File: src/rtl/rcc_pkg.sv
// rcc_pkg: shared AHB encodings, FSM state type and default widths
// for the rcc AHB slave front end and its strobe generator.
package rcc_pkg;

  localparam int AW_DEF = 32;
  localparam int DW_DEF = 32;
  localparam int WW_DEF = 4;

  localparam logic [1:0] HTRANS_IDLE   = 2'b00;
  localparam logic [1:0] HTRANS_BUSY   = 2'b01;
  localparam logic [1:0] HTRANS_NONSEQ = 2'b10;
  localparam logic [1:0] HTRANS_SEQ    = 2'b11;

  localparam logic [2:0] HSIZE_BYTE = 3'd0;
  localparam logic [2:0] HSIZE_HALF = 3'd1;
  localparam logic [2:0] HSIZE_WORD = 3'd2;

  typedef enum logic [1:0] {
    ST_IDLE,
    ST_ACCESS,
    ST_ERR1,
    ST_ERR2
  } fe_state_e;

endpackage

File: src/rtl/rcc_ahb_strb_gen.sv
// rcc_ahb_strb_gen: hsize + haddr[1:0] -> byte strobes and legality.
// Ports: size, alow in; strb (WW), legal out. Illegal gives strb = 0.
module rcc_ahb_strb_gen
  import rcc_pkg::*;
#(
  parameter int WW = WW_DEF
) (
  input  logic [2:0]    size,
  input  logic [1:0]    alow,
  output logic [WW-1:0] strb,
  output logic          legal
);

  logic [3:0] s4;

  always_comb begin
    s4    = 4'b0000;
    legal = 1'b0;
    unique case (1'b1)
      (size == HSIZE_BYTE): begin
        legal = 1'b1;
        s4    = 4'b0001 << alow;
      end
      (size == HSIZE_HALF): begin
        legal = ~alow[0];
        s4    = alow[1] ? 4'b1100 : 4'b0011;
      end
      (size == HSIZE_WORD): begin
        legal = (alow == 2'b00);
        s4    = 4'b1111;
      end
      default: ;
    endcase
    strb = legal ? WW'(s4) : '0;
  end

endmodule

File: src/rtl/rcc_ahb_slv_fe.sv
// rcc_ahb_slv_fe: AHB-lite slave front end issuing mreq to rcc_reg.
// Ports: AHB slave (hsel..hrdata), register side (mreq..mdata, sready,
// sresp, sdata). RCC_AHB_ERR_RESP_EN enables the two-cycle ERROR path.
module rcc_ahb_slv_fe
  import rcc_pkg::*;
#(
  parameter int AW = AW_DEF,
  parameter int DW = DW_DEF,
  parameter int WW = WW_DEF
) (
  input  logic          hclk,
  input  logic          hresetn,
  input  logic          hsel,
  input  logic [AW-1:0] haddr,
  input  logic [1:0]    htrans,
  input  logic          hwrite,
  input  logic [2:0]    hsize,
  input  logic [DW-1:0] hwdata,
  input  logic          hready,
  output logic          hreadyout,
  output logic          hresp,
  output logic [DW-1:0] hrdata,
  output logic          mreq,
  output logic          mwrite,
  output logic [AW-1:0] maddr,
  output logic [WW-1:0] mwstrb,
  output logic [DW-1:0] mdata,
  input  logic          sready,
  input  logic          sresp,
  input  logic [DW-1:0] sdata
);

  fe_state_e     state;
  fe_state_e     state_n;
  fe_state_e     pick;
  logic [AW-1:0] addr_q;
  logic          write_q;
  logic [WW-1:0] strb_q;
  logic [WW-1:0] strb_d;
  logic          legal;
  logic          is_xfer;
  logic          accept;
  logic          serr;
  logic          done;
  logic          open;
  logic          load;

`ifdef RCC_AHB_ERR_RESP_EN
  localparam fe_state_e ST_BAD = ST_ERR1;
  assign serr = sresp;
`else
  // Illegal transfers complete OKAY; sresp has no effect.
  localparam fe_state_e ST_BAD = ST_IDLE;
  logic unused_sresp;
  assign unused_sresp = sresp;
  assign serr = 1'b0;
`endif

  rcc_ahb_strb_gen #(
    .WW(WW)
  ) u_strb (
    .size (hsize),
    .alow (haddr[1:0]),
    .strb (strb_d),
    .legal(legal)
  );

  always_comb begin
    is_xfer = 1'b0;
    unique case (htrans)
      HTRANS_NONSEQ, HTRANS_SEQ: is_xfer = 1'b1;
      HTRANS_IDLE, HTRANS_BUSY:  is_xfer = 1'b0;
    endcase
  end

  assign accept = hsel & hready & is_xfer;
  assign done   = sready & ~serr;

  // A new address phase is only taken where the data
  // phase ends OKAY-ready (IDLE, ERR2, clean completion).
  assign open = (state == ST_IDLE)
              | (state == ST_ERR2)
              | ((state == ST_ACCESS) & done);
  assign load = open & accept & legal;

  always_comb begin
    pick = ST_IDLE;
    if (accept) pick = legal ? ST_ACCESS : ST_BAD;
  end

  always_ff @(posedge hclk) begin
    if (!hresetn) state <= ST_IDLE;
    else          state <= state_n;
  end

  always_ff @(posedge hclk) begin
    if (!hresetn) begin
      addr_q  <= '0;
      write_q <= 1'b0;
      strb_q  <= '0;
    end else if (load) begin
      addr_q  <= haddr;
      write_q <= hwrite;
      strb_q  <= hwrite ? strb_d : '0;
    end
  end

  always_comb begin
    state_n = state;
    unique case (state)
      ST_IDLE:   state_n = pick;
      ST_ACCESS: begin
        if (sready) state_n = serr ? ST_ERR1 : pick;
      end
`ifdef RCC_AHB_ERR_RESP_EN
      ST_ERR1:   state_n = ST_ERR2;
      ST_ERR2:   state_n = pick;
`endif
      default:   state_n = ST_IDLE;
    endcase
  end

  always_comb begin
    hreadyout = 1'b1;
    hresp     = 1'b0;
    hrdata    = '0;
    mreq      = 1'b0;
    mwrite    = 1'b0;
    maddr     = '0;
    mwstrb    = '0;
    mdata     = '0;
    unique case (state)
      ST_ACCESS: begin
        mreq      = 1'b1;
        mwrite    = write_q;
        maddr     = addr_q;
        mwstrb    = strb_q;
        mdata     = write_q ? hwdata : '0;
        // A register error turns the completion into a wait
        // state; ERR1/ERR2 then carry the ERROR response.
        hreadyout = done;
        hrdata    = (sready & ~write_q) ? sdata : '0;
      end
`ifdef RCC_AHB_ERR_RESP_EN
      ST_ERR1: begin
        hreadyout = 1'b0;
        hresp     = 1'b1;
      end
      ST_ERR2: hresp = 1'b1;
`endif
      default: ;
    endcase
  end

endmodule

File: config.mk
export PLATFORM = sky130hd
export DESIGN_NAME = rcc_ahb_slv_fe
export DESIGN_NICKNAME = d
export VERILOG_FILES = /design/src/rtl/rcc_pkg.sv /design/src/rtl/rcc_ahb_strb_gen.sv /design/src/rtl/rcc_ahb_slv_fe.sv
export SDC_FILE = /design/constraint.sdc
export NUM_CORES = 1
export LEC_CHECK = 0
export BUFFER_PORTS_ARGS = -buffer_cell sky130_fd_sc_hd__buf_4
export CAP_MARGIN = 20
export CORE_AREA = 2 2 83 85
export DETAILED_ROUTE_END_ITERATION = 12
export DIE_AREA = 0 0 85 87
export PLACE_DENSITY = 0.82
export SLEW_MARGIN = 20
export SYNTH_ARGS = -nofsm -noshare
export SYNTH_HDL_FRONTEND = slang
export SYNTH_SLANG_ARGS = --single-unit
File: constraint.sdc
create_clock -name hclk -period 1.9 [get_ports hclk]
set_clock_uncertainty 0.15 [all_clocks]
set_input_delay 0.095 -clock hclk [delete_from_list [all_inputs] [get_ports hclk]]
set_output_delay 0.095 -clock hclk [all_outputs]
set_load 0.01 [all_outputs]
Yosys cells after proc, flatten, opt, wreduce, memory -nomap -nowiden
Cells that the tools add are included.
Word-level totals
  bits in latches: 0
  register bits: 39
  output and inout bits: 104
  memories kept: 0
  bits in read-only memories: 0
  bits of input ports: 108
  word-level logic and storage cells: 48
  bits in writable memories: 0
Cells by class
  div/mod/pow operators: 0
  reduce and logical (&&, ||, !) cells: 6
  magnitude comparators: 0
  multipliers: 0
  shifts and indexed selects: 1
  add/sub/neg operators: 0
  eq/ne operators: 8
  mux-type cells: 19
  bitwise operators: 10
Operators with widths (count)
  2-to-1 mux 32 bit: 5
  2-to-1 mux 4 bit: 4
  one-hot mux 4 bit (3 select lines): 1
  bitwise AND 1 bit: 6
  equality test 2 bit, second input constant: 3
  logical NOT 2 bit: 3
  2-to-1 mux 1 bit: 5
  equality test 2 x 1 -> 1 bit, second input constant: 2
  one-hot mux 2 bit (2 select lines): 1
  OR reduction 2 bit: 2
  << shifter 1 x 2 -> 4 bit, first input constant: 1
  equality test 3 x 1 -> 1 bit, second input constant: 1
  equality test 3 x 2 -> 1 bit, second input constant: 1
  logical NOT 3 bit: 1
  one-hot mux 1 bit (3 select lines): 1
  2-to-1 mux 2 bit: 1
  inequality test 2 bit, second input constant: 1
  NOT 1 bit: 2
  OR 1 bit: 2
  one-hot mux 1 bit (2 select lines): 1

Logic depth before layout (Yosys ltp)
Gate-level depths: netlist of run 1.
  depth after elaboration: 7
  mapped depth: 6
  depth with buffers taken out: 4

Hierarchy
Synthesis of run 1 repeated with hierarchy kept, for this count alone.
Unflattened totals
  cells, all modules: 302
  area total of the unflattened synthesis: 2404.8 um^2
By module, submodules not included
  rcc_ahb_slv_fe: times used 1, area each 2263.4 um^2, cells an instance 282
  rcc_ahb_strb_gen: times used 1, area each 141.4 um^2, cells an instance 20

Least setup slack after synthesis of run 1
Ideal clock, no wire load.
  path type: flip-flop to flip-flop
  start: register state[0]
  end: register write_q
  slack: 404 ps
  stages on the path, launching flop included: 7
  clock period less this slack: 1496 ps
  data arrival time: 1276 ps
  data required time: 1680 ps
  path through: dfxtp_1 nand2b_1 nand4_1 buf_2 buf_2 nand2_1 a21boi_1
On the way
  longest elaborated chain between the ends: 5
  elaborated cells on any way between the ends: 8
  those cells by class: eq/ne: 2; bitwise: 5; reduce/logical: 1
Ends and longest elaborated chain
  start: declaration: RTL line rcc_ahb_slv_fe.sv:33  | fe_state_e state;
  start signal: assignment: RTL line rcc_ahb_slv_fe.sv:93  | else state <= state_n;
  equality test 2 bit (tied with other cells): RTL line rcc_ahb_slv_fe.sv:82  | | (state == ST_ERR2)
  OR 1 bit / bitwise AND 1 bit (equally long branches): RTL line rcc_ahb_slv_fe.sv:82, rcc_ahb_slv_fe.sv:83
  OR 1 bit (*): RTL line rcc_ahb_slv_fe.sv:83  | | ((state == ST_ACCESS) & done);
  bitwise AND 1 bit (*) (2 in series): RTL line rcc_ahb_slv_fe.sv:84  | assign load = open & accept & legal;
  end signal: assignment: RTL line rcc_ahb_slv_fe.sv:103  | write_q <= hwrite;
  end: declaration: RTL line rcc_ahb_slv_fe.sv:37  | logic write_q;
Mark *: on every way between the ends. The rest lies on a longest branch, timed or not.
A chain may end at the register's enable or synchronous reset.

Worst setup path after layout of run 1
  start: input port hsize[2]
  end: register strb_q[1]
On the way
  longest elaborated chain between the ends: 4
  elaborated cells on any way between the ends: 8
  those cells by class: eq/ne: 2; mux: 4; bitwise: 1; reduce/logical: 1
Ends and longest elaborated chain
  start: declaration: RTL line rcc_ahb_slv_fe.sv:17  | input logic [2:0] hsize,
  equality test 3 x 2 -> 1 bit (tied with other cells): RTL line rcc_ahb_strb_gen.sv:28  | (size == HSIZE_WORD): begin
  one-hot mux 4 bit (3 select lines) / one-hot mux 1 bit (3 select lines) (equally long branches): RTL line rcc_ahb_strb_gen.sv:19  | unique case (1'b1)
  2-to-1 mux 4 bit: RTL line rcc_ahb_strb_gen.sv:34  | strb = legal ? WW'(s4) : '0;
  2-to-1 mux 4 bit: RTL line rcc_ahb_slv_fe.sv:104  | strb_q <= hwrite ? strb_d : '0;
  end signal: assignment: RTL line rcc_ahb_slv_fe.sv:104
  end: declaration: RTL line rcc_ahb_slv_fe.sv:38  | logic [WW-1:0] strb_q;
Parallel ways exist; a longest one is shown, timed or not.

==> results of run 1 <==
## layout by cell type (no fill, tap or decap), drive strengths merged
master and n:
a2111oi 1, a211oi 1, a21boi 37, a21oi 1, a31oi 1, and2 69
and3 32, and3b 1, and4 1, and4b 1, buf 213, bufinv 2
clkbuf 6, conb 1, dfxtp 38, dlygate4sd3 34, nand2 71, nand2b 3
nand3 2, nand3b 1, nand4 1, nand4b 1, nor2 1, o21ai 4
or3b 1, or4 1, xor2 1
## power by group through the flow
stage / logic, mW / clock network [mW] / registers (mW)
5_1_grt: 0.327 / 0.909 / 0.809
2_1_floorplan: 0.0591 / 0 / 0.826
4_1_cts: 0.302 / 0.870 / 0.807
3_5_place_dp: 0.245 / 0 / 0.826
3_3_place_gp: 0.239 / 0 / 0.826
6_report: 0.303 / 0.855 / 0.807
## sequential cells by signal, summed over array words and instances, names as in the netlist
name / cells
addr_q: 32
strb_q: 4
state: 1
write_q: 1
## how the worst max path moves through the flow
| stage | end | slack (ps) | depth (start not counted) |
|---|---|---|---|
| 2_1_floorplan | write_q$_SDFFE_PN0P_ | 400 | 6 |
| 3_3_place_gp | hrdata[29] | 310 | 3 |
| 3_5_place_dp | hrdata[30] | 230 | 3 |
| 4_1_cts | strb_q[1]$_SDFFE_PN0P_ | 110 | 6 |
| 5_1_grt | strb_q[1]$_SDFFE_PN0P_ | 4 | 6 |
| 6_report | strb_q[1]$_SDFFE_PN0P_ | 110 | 6 |
## layer usage
layer	vias to the layer above	part of all wire (%)	GRT usage, %
li1	1418	-	-
met1	1260	40	25.0
met2	105	51	41.1
met3	9	7.9	6.64
met4	0	0.95	3.46
met5	-	0	0
## worst register-to-register path, delay by kind of cell, from the launching register on
family | cells | cell delay, ps
buffers and inverters | 1 | 370
DFF | 1 | 350
AOI/OAI and AO/OA | 1 | 200
and+or+nand+nor | 3 | 330
## final cells by class
cell class	instances	area [sq um]
fill	546	2270
timing repair buffer	247	1950
multi-input combinational	233	1340
sequential	38	762
tap	80	100
clock buffer	6	82.6
clock inverter	2	60.1
## logic make-up (layout without fill, tap and decap cells)
logic type / Yosys count / in the layout / synth area share, %
DFF: 38 / 38 / 34.3
buffers and inverters: 26 / 255 / 5.36
and+or+nand+nor: 186 / 186 / 45.0
other: 1 / 1 / 0.169
xor gates and xnor gates: 1 / 1 / 0.395
AOI/OAI and AO/OA: 45 / 45 / 14.8
## what timing repair did
item,in CTS,in global routing
setup endpoints to repair,32,0
endpoints found under the hold margin,34,0
hold buffers,34,0
buffers inserted,0,0
resized for setup,1,0
==> run_results.csv, run 1 <==
group,metric,value,unit
worst_setup_path,required,1960,ps
cts,cts_buffers,5,
worst_setup_path,startpoint,"hsize[2]",
synthesis,ys_top_cells_by_area,"dfxtp_1 34%, and2_1 19%, a21boi_1 12%",
routing,wl_per_cell,14.1,microns
synthesis,synth.yosys.seq_area_share,34.3,%
synthesis,netlist_top_cells_count,"71 x nand2_1, 69 x and2_1, 38 x dfxtp_1",
cts,clock_latency,280,ps
cts,path_clk_slew,80,ps
worst_setup_path,path_delay_family,"simple AND/OR/NAND/NOR gates",
synthesis,syn_area,0.00222,sq mm
sta,setup_violations,0,
power_and_ir_drop,power_frac_comb,15.4,%
power_and_ir_drop,p_int,1.58,mW
power_and_ir_drop,power,1.97,mW
worst_setup_path,path_cells,"dlygate4sd3_1 > buf_4 > and4b_1 > nand4_1 > or4_1 > a21boi_1",
power_and_ir_drop,p_sw_share,19.8,%
final_layout,fin_nets,633,
place,dp_hpwl,6090,microns
power_and_ir_drop,p_leak,2.18,nW
worst_setup_path,worstPathMaxFanout,3,
worst_hold_path,holdPathStages,4,
grt,grt_pass1_vias,2686,
synthesis,yosysMostFrequentCell,"nand2_1",
sta,fmax,558,MHz
sta,rsz0062_at_grt,"no",
place,dp_cells,564,
worst_setup_path,arrival,1860,ps
floorplan,die-area,0.00740,sq mm
worst_setup_path,r2r_start,"state[0]$_SDFFE_PN0P_",
job,drv_cap,0,
routing,antenna_left,0,
grt,grt_max_degree,44,
sta,slew_violations,0,
sta,tns,0,ps
synthesis,synth-main-ff-cell,"dfxtp_1",
synthesis,synth_edf_count,0,
cts,cts-root-buf,"clkbuf_8",
worst_setup_path,r2r_setup_slack,430,ps
place,dp_slack,229,ps
routing,drtIter0Drc,162,
floorplan,die_w,85,microns
sta,hold_violations,0,
synthesis,yosysTopAreaCell,"dfxtp_1",
worst_setup_path,path_buf_inv,2,
power_and_ir_drop,switching_power,0.390,mW
worst_setup_path,crit_slowest_cell,"dlygate4sd3_1",
worst_setup_path,r2r_cells,5,
final_layout,drive_gt1_share,42.6,%
worst_setup_path,critPathMaxStageDelay,540,ps
sta,post-route-period-util,94.4,%
worst_setup_path,r2r_end,"addr_q[31]$_SDFFE_PN0P_",
synthesis,ys_types,29,
routing,vias,2792,
place,port_buffers,208,
sta,whs,37.4,ps
final_layout,postLayoutCoreUtil,65.4,%
routing,routed_wl,8560,microns
place,place_congestion,0.784,
grt,globalRouteOverflowTotal,0,
synthesis,syn_area_per_cell,7.47,sq um
floorplan,coreArea,0.00657,sq mm
power_and_ir_drop,power_frac_seq,41.1,%
synthesis,synth-async-reset-ratio,0,%
sta,post-route-min-period,1790,ps
sta,fin_ws,107,ps
routing,via_per_inst,4.61,
synthesis,yosysWarnings,0,
final_layout,antenna_cells,0,
synthesis,synth_top_area_share,34.3,%
worst_setup_path,end_kind,"register",
place,place_area,0.00381,sq mm
worst_hold_path,min_delay_worst_endpoint,"strb_q[0]$_SDFFE_PN0P_",
power_and_ir_drop,powerDensity,458,mW/mm^2
run_status,run_status,"complete, no violations",
worst_setup_path,startpoint_type,"input pin",
floorplan,die_h,87,microns
floorplan,rows,30,
routing,dr.pass1.iters,6,
floorplan,ios,212,
grt,grt_first_pass_wirelength,13200,microns
cts,cts.sinks,38,
worst_hold_path,min-delay-start,"hsize[1]",
final_layout,fin_area,0.00430,sq mm
floorplan,initial_utilization,33.8,%
power_and_ir_drop,clockPowerShare,43.5,%
synthesis,synth_nets,405,
grt,grt_antenna_before_repair,1,
cts,cts_htree_levels,2,
routing,drc_errors,0,
power_and_ir_drop,ir_drop,497,uV
cts,clockBufferDepth,2,
grt,grt.total_usage,22.0,%
cts,cts_tree,"done",
final_layout,syn2layout_area_growth,93.7,%
synthesis,ys_seq_elements,38,
final_layout,fin_cells,606,
synthesis,synth_cells,297,
worst_setup_path,critical_path_class,"in -> reg",
worst_hold_path,hp-class,"in -> reg",
Power figures use the tool's default switching activity.
==> run 2, diff against run 1 <==
Settings changed: HOLD_SLACK_MARGIN set to 0.1.
==> run 2 against run 1 <==
Against the previous run:
- critical path depth stayed put
- cell count is 0.66% higher
- sequential cell count stayed put
- worst hold slack better by 130 ps
- global-route usage is 0.34 points higher
- combinational power is 3% higher
- largest power group unchanged
- first-iteration DRC count is 5.6% lower
- largest cell class unchanged
- sequential share of layout area is 0.16 points lower
- clock power hardly changed
==> run_results.csv, run 2 (same netlist as run 1, synthesis figures left out) <==
group,metric,value,unit
worst_setup_path,r2r_cells,4,
sta,fin_ws,89.5,ps
routing,vias,2811,
worst_setup_path,worstPathMaxFanout,3,
grt,globalRouteOverflowTotal,0,
floorplan,ios,212,
sta,post-route-min-period,1810,ps
final_layout,top_regs,"addr_q: 32 flops, strb_q: 4 flops",
cts,cts.sinks,38,
final_layout,drive_gt1_share,42.3,%
grt,grt_max_degree,44,
place,port_buffers,208,
power_and_ir_drop,power_frac_comb,15.8,%
sta,slew_violations,0,
cts,path_clk_slew,80,ps
final_layout,final_cell_mix,"212 x buf_4, 71 x nand2_1, 69 x and2_1, 38 x dlygate4sd3_1, 37 x dfxtp_1",
routing,wl_per_cell,14.1,microns
grt,grt_antenna_before_repair,1,
routing,drtIter0Drc,153,
floorplan,initial_utilization,33.8,%
place,place_area,0.00381,sq mm
worst_hold_path,min_delay_worst_endpoint,"state[0]$_SDFFE_PN0P_",
routing,antenna_left,0,
routing,via_per_inst,4.61,
final_layout,syn2layout_area_growth,95.5,%
cts,cts_buffers,5,
cts,cts_tree,"done",
cts,clock_latency,290,ps
worst_setup_path,critical_path_class,"in -> reg",
cts,cts_htree_levels,2,
sta,post-route-period-util,95.3,%
floorplan,rows,30,
place,place_congestion,0.784,
worst_hold_path,min-delay-start,"hready",
grt,grt_pass1_vias,2717,
routing,dr.pass1.iters,6,
final_layout,regMostFlops,"addr_q",
place,dp_slack,229,ps
sta,fmax,552,MHz
run_status,run_status,"complete, no violations",
power_and_ir_drop,p_leak,2.19,nW
power_and_ir_drop,power_frac_seq,40.9,%
sta,tns,0,ps
sta,hold_violations,0,
grt,grt.total_usage,22.3,%
place,dp_hpwl,6090,microns
power_and_ir_drop,p_int,1.58,mW
worst_setup_path,worst-path-stages,6,
worst_hold_path,hp-class,"in -> reg",
worst_setup_path,r2r_start,"state[0]$_SDFFE_PN0P_",
grt,grt_first_pass_wirelength,13400,microns
floorplan,die-area,0.00740,sq mm
power_and_ir_drop,p_sw_share,20.0,%
worst_setup_path,startpoint_type,"input pin",
final_layout,fin_nets,637,
cts,cts_setup_buffers,0,
final_layout,final_common_cell,"buf_4",
worst_setup_path,path_buf_inv,2,
worst_hold_path,holdPathStages,4,
floorplan,coreArea,0.00657,sq mm
floorplan,die_w,85,microns
final_layout,largest_reg_flops,32,
power_and_ir_drop,ir_drop,494,uV
power_and_ir_drop,switching_power,0.395,mW
final_layout,fin_area,0.00434,sq mm
worst_setup_path,r2r_setup_slack,430,ps
worst_setup_path,path_delay_family,"simple AND/OR/NAND/NOR gates",
routing,routed_wl,8620,microns
worst_setup_path,required,1960,ps
final_layout,nFillCells,537,
routing,drc_errors,0,
final_layout,ff_latch_area,762,sq um
worst_setup_path,arrival,1870,ps
cts,cts-root-buf,"clkbuf_8",
worst_setup_path,path_cells,"dlygate4sd3_1 > buf_4 > and4b_1 > nand4_1 > or4_1 > a21boi_1",
worst_setup_path,crit_slowest_cell,"dlygate4sd3_1",
worst_setup_path,r2r_end,"strb_q[1]$_SDFFE_PN0P_",
final_layout,multi_input_area,0.00134,sq mm
final_layout,antenna_cells,0,
power_and_ir_drop,clockPowerShare,43.4,%
cts,clockBufferDepth,2,
worst_setup_path,end_kind,"register",
sta,setup_violations,0,
worst_setup_path,critPathMaxStageDelay,540,ps
floorplan,die_h,87,microns
power_and_ir_drop,powerDensity,456,mW/mm^2
power_and_ir_drop,power,1.98,mW
sta,rsz0062_at_grt,"no",
job,drv_cap,0,
## run 2: cell types whose count changed in the layout (fill, tap and decap cells not counted)
cell	previous run	this run
dlygate4sd3_1	34	38
## run 2: per-layer routing
metal / wire [microns] / track usage [%] / vias up
met5: 0 / 0 / -
met4: 81 / 3.17 / 0
met3: 669 / 6.73 / 9
met2: 4480 / 42.0 / 108
met1: 3380 / 25.3 / 1268
li1: - / - / 1426
## run 2: through the flow
stage                     cells  util (%)  hold slack [ps]
after floorplan             297         -             79.8
after global placement      564      58.0              194
after detailed placement    564      58.0              201
after CTS                   610      66.0              152
after global routing        610      66.0              183
final                       610      66.0              163
## run 2: worst reg2reg max path, stage by stage, from the launching register on
cell	delay (ps)
dfxtp_2	340
nand2b_1	140
nand4_1	130
or4_1	520
a21boi_1	120
## run 2: what timing repair did
item | 4_1_cts | 5_1_grt
resized for setup | 1 | 0
endpoints found under the hold margin | 38 | 0
setup endpoints to repair | 32 | 0
hold buffers | 38 | 0
## run 2: power groups by stage
stage                     clock (mW)  sequential (mW)  combinational, mW
after floorplan                    0            0.826             0.0591
after global placement             0            0.826              0.239
after detailed placement           0            0.826              0.245
after CTS                      0.870            0.807              0.308
after global routing           0.909            0.809              0.335
final                          0.858            0.808              0.311
## run 2: worst max path at each step
stage | from | end | slack [ps]
floorplan | state[0]$_SDFFE_PN0P_ | write_q$_SDFFE_PN0P_ | 400
global placement | write_q$_SDFFE_PN0P_ | hrdata[29] | 310
detailed placement | write_q$_SDFFE_PN0P_ | hrdata[30] | 230
CTS | hsize[2] | strb_q[1]$_SDFFE_PN0P_ | 110
global route | hsize[2] | strb_q[1]$_SDFFE_PN0P_ | 4
finish | hsize[2] | strb_q[1]$_SDFFE_PN0P_ | 90
## run 2: layout make-up
type | count | share of cell area (%)
Timing Repair Buffer | 251 | 45.9
Multi-Input combinational cell | 233 | 30.9
Sequential cell | 38 | 17.6
Clock inverter | 2 | 1.38
Tap cell | 80 | 2.31
Clock buffer | 6 | 1.90
==> run 3, diff against run 2 <==
==> constraint.sdc (replaced) <==
create_clock -name hclk -period 1.9 [get_ports hclk]
set_clock_uncertainty 0.15 [all_clocks]
set_input_delay 0.38 -clock hclk [delete_from_list [all_inputs] [get_ports hclk]]
set_output_delay 0.38 -clock hclk [all_outputs]
set_load 0.01 [all_outputs]
==> run 3 against run 2 <==
Against the previous run:
- non-clock buffer count decreased by 36
- sequential power about the same
- combinational power decreased by 22%
- global-route usage decreased by 1.8 points
- sequential cell count unchanged
- critical endpoint is now hrdata[6]
==> run_results.csv, run 3 (same netlist as run 1, synthesis figures left out) <==
group,metric,value,unit
floorplan,die_h,87,microns
sta,post-route-min-period,1830,ps
sta,setup_violations,0,
cts,cts_htree_levels,2,
cts,clockBufferDepth,2,
grt,grt.total_usage,20.6,%
worst_setup_path,end_kind,"output port",
power_and_ir_drop,p_leak,2.03,nW
final_layout,final_cell_mix,"213 x buf_4, 71 x nand2_1, 69 x and2_1, 37 x dfxtp_1, 36 x a21boi_1",
routing,wl_per_cell,13.8,microns
cts,cts.sinks,38,
routing,drtIter0Drc,75,
power_and_ir_drop,powerDensity,446,mW/mm^2
place,port_buffers,208,
job,drv_cap,0,
floorplan,coreArea,0.00657,sq mm
routing,via_per_inst,4.64,
sta,hold_violations,0,
sta,post-route-period-util,96.6,%
floorplan,die-area,0.00740,sq mm
sta,tns,0,ps
final_layout,top_regs,"addr_q: 32 flops, strb_q: 4 flops",
sta,slew_violations,0,
cts,clock_latency,290,ps
grt,grt_antenna_before_repair,1,
final_layout,syn2layout_area_growth,77.8,%
cts,cts_tree,"done",
power_and_ir_drop,power,1.76,mW
power_and_ir_drop,ir_drop,486,uV
worst_setup_path,arrival,1300,ps
routing,antenna_left,0,
grt,grt_pass1_vias,2401,
final_layout,final_common_cell,"buf_4",
sta,fin_ws,65.3,ps
grt,globalRouteOverflowTotal,0,
floorplan,ios,212,
final_layout,regMostFlops,"addr_q",
run_status,run_status,"complete, no violations",
floorplan,initial_utilization,33.8,%
worst_setup_path,critical_path_class,"reg -> out",
routing,vias,2656,
cts,cts_buffers,5,
cts,path_clk_slew,80,ps
floorplan,rows,30,
worst_setup_path,required,1370,ps
final_layout,multi_input_area,0.00134,sq mm
sta,rsz0062_at_grt,"yes",
worst_setup_path,worstPathMaxFanout,32,
worst_setup_path,startpoint_type,"register",
final_layout,largest_reg_flops,32,
cts,cts_hold_buf,0,
final_layout,ff_latch_area,762,sq um
sta,fmax,545,MHz
final_layout,antenna_cells,0,
cts,cts-root-buf,"clkbuf_8",
cts,cts_setup_buffers,0,
grt,grt_max_degree,58,
routing,routed_wl,7890,microns
grt,grt_first_pass_wirelength,12300,microns
place,dp_slack,104,ps
routing,dr.pass1.iters,4,
routing,drc_errors,0,
final_layout,nFillCells,632,
final_layout,drive_gt1_share,45.4,%
sta,whs,180,ps
worst_hold_path,hp-class,"in -> reg",
final_layout,fin_nets,601,
place,dp_hpwl,6090,microns
floorplan,die_w,85,microns
place,place_congestion,0.782,
[run 3: cell types whose count changed in the layout (fill, tap and decap cells not counted), sizes merged]
cell / before / now
buf: 213 / 215
dlygate4sd3: 38 / 0
bufinv: 2 / 1
[run 3: timing repair]
item	in CTS	in global routing
gates resized for setup	2	2
endpoints found under the setup margin	29	26
pin swaps	0	0
[run 3: per-layer routing]
metal	track usage, %	wire [microns]	up-vias
li1	-	-	1356
met1	24.1	3130	1193
met2	37.1	3990	100
met3	6.82	722	7
met4	3.46	48	0
met5	0	0	-
[run 3: cell type report]
type                    count  share of cell area [%]
flip-flops and latches     38                    19.3
clock buffers               6                    2.09
multi-input cells         233                    33.9
repair buffers            215                    41.3
well taps                  80                    2.54
clock inverters             1                   0.761
[run 3: worst paths after layout]
path | start | endpoint | slack (ps) | cells past startpoint
worst min register to register | strb_q[0]$_SDFFE_PN0P_ | strb_q[0]$_SDFFE_PN0P_ | 300 | 2
worst max register to register | state[0]$_SDFFE_PN0P_ | addr_q[21]$_SDFFE_PN0P_ | 430 | 5
worst max-delay path | state[0]$_SDFFE_PN0P_ | hrdata[6] | 70 | 4
worst min-delay path | haddr[13] | addr_q[13]$_SDFFE_PN0P_ | 180 | 3
[run 3: per-stage QoR]
step | util (%) | cell area (sq um) | instances
after floorplan | - | 2220 | 297
after global placement | 58.1 | 3810 | 566
after detailed placement | 58.1 | 3810 | 566
after CTS | 59.9 | 3940 | 573
after global routing | 60.0 | 3940 | 573
final | 60.0 | 3940 | 573
[run 3: report_power, final]
part	leakage (nW)	switching, mW	total, mW	internal [mW]
sequential	0.307	0.00341	0.807	0.804
clock	0.0573	0.288	0.708	0.420
combinational	1.67	0.0765	0.243	0.167
[run 3: worst max-delay path: stages, from the launching register on]
cell	delay (ps)
dfxtp_2	350
and3b_1	220
buf_12	170
and2_1	150
buf_4	130
